$ cat config.mk
export PLATFORM = sky130hd
export DESIGN_NAME = keypad_scan_flat
export DESIGN_NICKNAME = d
export VERILOG_FILES = /design/src/rtl/keypad_scan_if.sv /design/src/rtl/keypad_scan.sv /design/src/flat_wrapper.sv
export SDC_FILE = /design/constraint.sdc
export NUM_CORES = 1
export LEC_CHECK = 0
export BUFFER_PORTS_ARGS = -buffer_cell sky130_fd_sc_hd__buf_2
export CAP_MARGIN = 20
export CORE_MARGIN = 5
export CORE_UTILIZATION = 40
export DETAILED_ROUTE_END_ITERATION = 10
export REMOVE_ABC_BUFFERS = 1
export SETUP_SLACK_MARGIN = 0.4
export SLEW_MARGIN = 20
export SYNTH_ARGS = -nofsm -noshare
export SYNTH_HDL_FRONTEND = slang
export SYNTH_SLANG_ARGS = --single-unit
export TNS_END_PERCENT = 1
$ cat constraint.sdc
create_clock -name clk -period 4.3 [get_ports clk]
set_input_delay 0.215 -clock clk [delete_from_list [all_inputs] [get_ports clk]]
set_output_delay 0.215 -clock clk [all_outputs]
set_load 0.01 [all_outputs]
$ cat src/rtl/keypad_scan_if.sv
// rtl/keypad_scan_if.sv - keypad matrix and key-event signals of keypad_scan
interface keypad_scan_if;
  logic [3:0] row_in;
  logic [3:0] col_out;
  logic [3:0] key_code;
  logic       key_valid;
  logic       key_held;

  modport master (
    input  row_in,
    output col_out,
    output key_code,
    output key_valid,
    output key_held
  );

  modport slave (
    output row_in,
    input  col_out,
    input  key_code,
    input  key_valid,
    input  key_held
  );
endinterface

$ cat src/rtl/keypad_scan.sv
// rtl/keypad_scan.sv - 4x4 keypad scanner with press/release debounce and key strobe
// Optional KEYPAD_HEXMAP_EN: key_code follows the printed legend instead of row*4+col.
module keypad_scan #(
  parameter int SCAN_DIV       = 50000,
  parameter int DEBOUNCE_TICKS = 20
) (
  input logic           clk,
  input logic           rst,
  keypad_scan_if.master kp
);

  localparam int             DIV_W    = (SCAN_DIV > 1) ? $clog2(SCAN_DIV) : 1;
  localparam logic [DIV_W-1:0] DIV_LAST = DIV_W'(SCAN_DIV - 1);
  localparam logic [7:0]     DB_LIMIT = 8'(DEBOUNCE_TICKS);

  typedef enum logic [1:0] {SCAN, DEBOUNCE, PRESSED, RELEASE} state_t;

  state_t           state, state_nx;
  logic [DIV_W-1:0] div;
  logic             tick;
  logic [3:0]       sync1, row;
  logic [1:0]       col_idx, col_nx;
  logic [1:0]       row_sel, row_sel_nx;
  logic [7:0]       count, count_nx;
  logic             key_low, accept, release_done;
  logic [3:0]       key_code_r;
  logic             key_valid_r, key_held_r;

  function automatic logic [1:0] lowest_low(input logic [3:0] r);
    casez (r)
      4'b???0: return 2'd0;
      4'b??01: return 2'd1;
      4'b?011: return 2'd2;
      default: return 2'd3;
    endcase
  endfunction

  function automatic logic [7:0] sat_inc(input logic [7:0] v);
    return (v == 8'hFF) ? v : v + 8'd1;
  endfunction

  function automatic logic [3:0] key_map(input logic [1:0] r, input logic [1:0] c);
`ifdef KEYPAD_HEXMAP_EN
    case ({r, c})
      4'd0:    return 4'h1;
      4'd1:    return 4'h2;
      4'd2:    return 4'h3;
      4'd3:    return 4'hA;
      4'd4:    return 4'h4;
      4'd5:    return 4'h5;
      4'd6:    return 4'h6;
      4'd7:    return 4'hB;
      4'd8:    return 4'h7;
      4'd9:    return 4'h8;
      4'd10:   return 4'h9;
      4'd11:   return 4'hC;
      4'd12:   return 4'hE;
      4'd13:   return 4'h0;
      4'd14:   return 4'hF;
      default: return 4'hD;
    endcase
`else
    return {r, c};
`endif
  endfunction

  assign tick    = (div == DIV_LAST);
  assign key_low = ~row[row_sel];

  // While a key is being tracked col_idx is frozen, so it doubles as the latched column.
  always_comb begin
    state_nx     = state;
    col_nx       = col_idx;
    row_sel_nx   = row_sel;
    count_nx     = count;
    accept       = 1'b0;
    release_done = 1'b0;
    if (tick) begin
      case (state)
        SCAN: begin
          if (row != 4'hF) begin
            row_sel_nx = lowest_low(row);
            count_nx   = 8'd1;
            state_nx   = DEBOUNCE;
          end else begin
            col_nx = col_idx + 2'd1;
          end
        end
        DEBOUNCE: begin
          if (key_low) begin
            if (count >= DB_LIMIT) begin
              accept   = 1'b1;
              state_nx = PRESSED;
            end else begin
              count_nx = sat_inc(count);
            end
          end else begin
            count_nx = 8'd0;
            col_nx   = col_idx + 2'd1;
            state_nx = SCAN;
          end
        end
        PRESSED: begin
          if (!key_low) begin
            count_nx = 8'd1;
            state_nx = RELEASE;
          end
        end
        default: begin
          if (!key_low) begin
            if (count >= DB_LIMIT) begin
              release_done = 1'b1;
              col_nx       = col_idx + 2'd1;
              state_nx     = SCAN;
            end else begin
              count_nx = sat_inc(count);
            end
          end else begin
            count_nx = 8'd0;
            state_nx = PRESSED;
          end
        end
      endcase
    end
  end

  always_ff @(posedge clk) begin
    if (rst) begin
      state       <= SCAN;
      div         <= '0;
      sync1       <= 4'hF;
      row         <= 4'hF;
      col_idx     <= 2'd0;
      row_sel     <= 2'd0;
      count       <= 8'd0;
      key_code_r  <= 4'd0;
      key_valid_r <= 1'b0;
      key_held_r  <= 1'b0;
    end else begin
      state       <= state_nx;
      div         <= tick ? '0 : div + 1'b1;
      sync1       <= kp.row_in;
      row         <= sync1;
      col_idx     <= col_nx;
      row_sel     <= row_sel_nx;
      count       <= count_nx;
      key_valid_r <= accept;
      if (accept) begin
        key_code_r <= key_map(row_sel, col_idx);
        key_held_r <= 1'b1;
      end else if (release_done) begin
        key_held_r <= 1'b0;
      end
    end
  end

  assign kp.col_out   = ~(4'b0001 << col_idx);
  assign kp.key_code  = key_code_r;
  assign kp.key_valid = key_valid_r;
  assign kp.key_held  = key_held_r;

endmodule

$ cat src/flat_wrapper.sv
// flat-port wrapper written by rule: the top's interface ports become plain ports
module keypad_scan_flat 
#(
  parameter int SCAN_DIV       = 50000,
  parameter int DEBOUNCE_TICKS = 20
)
  (clk, rst, kp_row_in, kp_col_out, kp_key_code, kp_key_valid, kp_key_held);
  keypad_scan_if kp_i ();
  input logic clk;
  input logic rst;
  input wire logic [$bits(kp_i.row_in)-1:0] kp_row_in;
  output wire logic [$bits(kp_i.col_out)-1:0] kp_col_out;
  output wire logic [$bits(kp_i.key_code)-1:0] kp_key_code;
  output wire logic [$bits(kp_i.key_valid)-1:0] kp_key_valid;
  output wire logic [$bits(kp_i.key_held)-1:0] kp_key_held;
  assign kp_i.row_in = kp_row_in;
  assign kp_col_out = kp_i.col_out;
  assign kp_key_code = kp_i.key_code;
  assign kp_key_valid = kp_i.key_valid;
  assign kp_key_held = kp_i.key_held;
  keypad_scan #(.SCAN_DIV(SCAN_DIV), .DEBOUNCE_TICKS(DEBOUNCE_TICKS)) u_core (.clk(clk), .rst(rst), .kp(kp_i));
endmodule
==> metrics.csv <==
stage,metric,value,unit
final_layout,filler instances,510,
critical_path,slowest cell delay on critical path,0.70,ns
clocking,Hold Buf Count CTS,0,
final_layout,area grow syn2layout,10.8,%
floorplan,Core Box Area,5110,µm²
final_layout,Nets,259,
pwr,internal power,594,µW
global_routing,number of global-route vias before repair,1572,
critical_path,CP startpoint kind,flop,
routing,DRC,0,
sta,Slew @ Worst Pin,0.720,ns
global_routing,global-route wire length before repair,7.47,mm
clocking,clock sinks,44,
pwr,switching share of total power,21.8,%
logic_synthesis,mux contribution to synthesized area,2.62,%
pwr,LEAKAGE,0.809,nW
global_routing,total congestion overflow,0,
placement,hpwl dp,2.93,mm
logic_synthesis,Cells after Synth,237,
routing,drt via density,5.32,
critical_path,reg2reg setup slack,1.95,ns
critical_path,Worst Path Required,4.52,ns
placement,placed insts,309,
min_path,hold endpoint,u_core.sync1[0],
routing,vias post-DR,1686,
floorplan,die height,82.5,µm
clocking,clk slew on worst S/H paths,0.08,ns
critical_path,worst reg2reg startpoint,u_core.div[0],
sta,Final setup viols,0,
sta,Setup Skew,0.00595,ns
pwr,Reg power frac,54.9,%
critical_path,WS Path Type,reg -> reg,
sta,Slew Limit Fails,0,
routing,DRT Pass-1 Iters,4,
min_path,Hold/Removal Path Class,in -> reg,
final_layout,final cell area excluding filler cells,2330,µm²
final_layout,footprint of the multi-input gates,1100,µm²
clocking,CTS root buf,clkbuf_8,
clocking,CTS Buf Count,5,
logic_synthesis,register area share after synthesis,41.9,%
logic_synthesis,synth unique cells,41,
routing,final WL,4.22,mm
sta,Max-slew headroom,51.7,%
logic_synthesis,"Primary FF master, synth",dfxtp_1,
logic_synthesis,synth top area cells,"dfxtp_1 42%, ha_1 4.2%, xor2_1 3.8%, o31ai_1 3.6%, nor2_1 3.4%",
pwr,Comb pwr share,3.6,%
logic_synthesis,yosys warns,0,
pwr,Clk network pwr share,41.6,%
floorplan,boundary pin count,16,
critical_path,reg2reg end,u_core.row_sel[0],
sta,RSZ-0062 raised after global routing,no,
logic_synthesis,Yosys top cell by area,dfxtp_1,
final_layout,ANT cells,0,
pwr,Worst VDD drop,132,µV
final_layout,Finished Layout Cells,317,
floorplan,Initial Utilization,41.1,%
sta,final setup TNS,0,ns
routing,mean routed wirelength per cell,13.3,µm
final_layout,share of cells above drive strength 1,15.8,%
global_routing,GRT Overall Usage,14.1,%
critical_path,crit end category,flop,
clocking,clk_lat worst skew,0.29,ns
global_routing,initial antenna violation count,0,
clocking,setup repair bufs after CTS,0,
sta,final hold slack,0.100,ns
pwr,P per Cell Area,326,nW/µm²
sta,Hold Fails Final Rpt,0,
placement,GP Congestion,0.800,
logic_synthesis,area share of and/or/nand/nor cells after synthesis,24.3,%
routing,initial drt markers,90,
clocking,TritonCTS clock tree,yes,
logic_synthesis,Post-Syn Area,2100,µm²
logic_synthesis,main combinational cell family by area after synthesis,simple AND/OR/NAND/NOR gates,
critical_path,Critical-path top delay cell,or4_4,
critical_path,worst-path maximum fanout,19,
min_path,Worst Hold Launch,kp_row_in[0],
sta,setup slack after layout,1.95,ns
placement,port buffer count,15,
logic_synthesis,Synth top cells by count,"44 x dfxtp_1, 19 x nor2_1, 17 x inv_1",
logic_synthesis,Synth Area in Compound Gates,15.2,%
sta,Tmin final,2.35,ns
logic_synthesis,"flops & latches, synth",44,
run_status,outcome,finished clean,
logic_synthesis,syn avg cell area,8.86,µm²
critical_path,reg2reg path depth,5,
clocking,Clock Path Buffers,2,
placement,Area after DPL,2220,µm²
placement,dpl ws,1.96,ns
floorplan,Die Area,6800,µm²
sta,period utilisation layout,54.7,%
clocking,H-Tree Depth,2,
sta,Fmax achieved,425,MHz
critical_path,crit-path cells,"ha_1, nand3_1, or4_4, or4_1, a21oi_1",
min_path,WHS Path Cells,2,
final_layout,register area,881,µm²
logic_synthesis,Synth top area share,41.9,%
logic_synthesis,Post-Synth XOR/XNOR Area,5.84,%
logic_synthesis,number of synthesized flops with an enable pin,0,
logic_synthesis,Post-synth ARST share,0,%
clocking,post-CTS resize count,0,
job,maxcap violations,0,
routing,Final ANT Viol Nets,0,
floorplan,row count,26,
global_routing,largest net degree at the start of global routing,32,
logic_synthesis,Synth Area in Adders,4.17,%
pwr,Psw,166,µW
logic_synthesis,most frequent cell after synthesis,dfxtp_1,
critical_path,Worst EP arrival,2.57,ns
floorplan,Die X,82.5,µm
[cell usage in the layout, fill, tap and decap left out, types with 2 or more instances in the layout]
cell type / synthesis / routed
or3_1: 4 / 4
nor2_1: 19 / 19
nand2_1: 11 / 11
o21ai_0: 4 / 4
a211oi_1: 5 / 5
a31oi_1: 2 / 2
mux2_2: 2 / 2
clkbuf_8: 0 / 5
nand4b_1: 3 / 3
or4_1: 5 / 5
or2_2: 8 / 8
nor3b_1: 2 / 2
xnor2_1: 5 / 5
nor3_1: 4 / 4
and3_1: 3 / 3
nor4_1: 7 / 6
inv_1: 17 / 17
dfxtp_1: 44 / 44
buf_2: 0 / 15
o31ai_1: 10 / 10
or4_4: 2 / 2
xor2_1: 9 / 9
nand3_1: 10 / 10
o2111ai_1: 3 / 3
a21oi_1: 12 / 12
ha_1: 7 / 7
nand4_1: 11 / 11
[power groups by stage]
stage	Clock (mW)	Sequential, mW	Combinational (mW)
floorplan	0	0.426	0.0167
global placement	0	0.427	0.0275
detailed placement	0	0.427	0.0273
CTS	0.327	0.417	0.0274
global route	0.349	0.419	0.0312
finish	0.316	0.417	0.0270
[cell type report]
class,instances,area share (%)
Multi-Input combinational cell,162,47.3
Sequential cell,44,37.8
Tap cell,70,3.76
Timing Repair Buffer,16,3.55
Clock buffer,5,2.96
Inverter,17,2.74
Clock inverter,3,1.83
[state kept, by name, summed over array words and instances (netlist names), named ones only]
signal,cells
u_core.col_idx,2
u_core.count,8
u_core.state,1
u_core.kp.key_valid,1
u_core.kp.key_code,4
u_core.div,16
u_core.sync1,4
u_core.kp.key_held,1
u_core.row,4
u_core.row_sel,2
[per-layer routing]
| metal | wire length (µm) | vias to the layer above | GRT usage (%) |
|---|---|---|---|
| met5 | 0 | - | 0 |
| met4 | 44 | 0 | 5.81 |
| met3 | 135 | 4 | 2.93 |
| met2 | 1840 | 30 | 20.4 |
| met1 | 2210 | 763 | 20.1 |
| li1 | - | 889 | - |
[kinds of logic (layout without fill, tap and decap cells)]
| kind of cell | after synthesis | count (layout) |
|---|---|---|
| AO/OA/AOI/OAI | 46 | 46 |
| buffers and inverters | 31 | 41 |
| XOR/XNOR | 14 | 14 |
| flip-flops | 44 | 44 |
| multiplexers | 4 | 4 |
| AND/OR/NAND/NOR | 91 | 91 |
| adder cells (fa/ha/maj) | 7 | 7 |
[worst max-delay path by stage]
stage                       start                end  slack (ns)  cells past startpoint
floorplan           u_core.div[7]  u_core.col_idx[0]        1.67                      4
global placement    u_core.div[0]  u_core.row_sel[0]        2.00                      5
detailed placement  u_core.div[0]  u_core.row_sel[0]        1.96                      5
CTS                 u_core.div[0]  u_core.row_sel[0]        1.94                      5
global route        u_core.div[0]    u_core.count[7]        1.73                      5
finish              u_core.div[0]  u_core.row_sel[0]        1.95                      5
[critical path: cells and delay by family, from the launching register on]
kind                     cells  cell delay [ns]
AO/OA/AOI/OAI                1             0.14
adder cells (fa/ha/maj)      1             0.31
flip-flops                   1             0.40
AND/OR/NAND/NOR              3             1.43
[per-stage QoR]
stage / power [mW] / util (%)
2_1_floorplan: 0.443 / -
3_3_place_gp: 0.454 / 43.4
3_5_place_dp: 0.454 / 43.4
4_1_cts: 0.771 / 45.6
5_1_grt: 0.798 / 45.6
6_report: 0.760 / 45.6
Power figures use the tool's default switching activity.
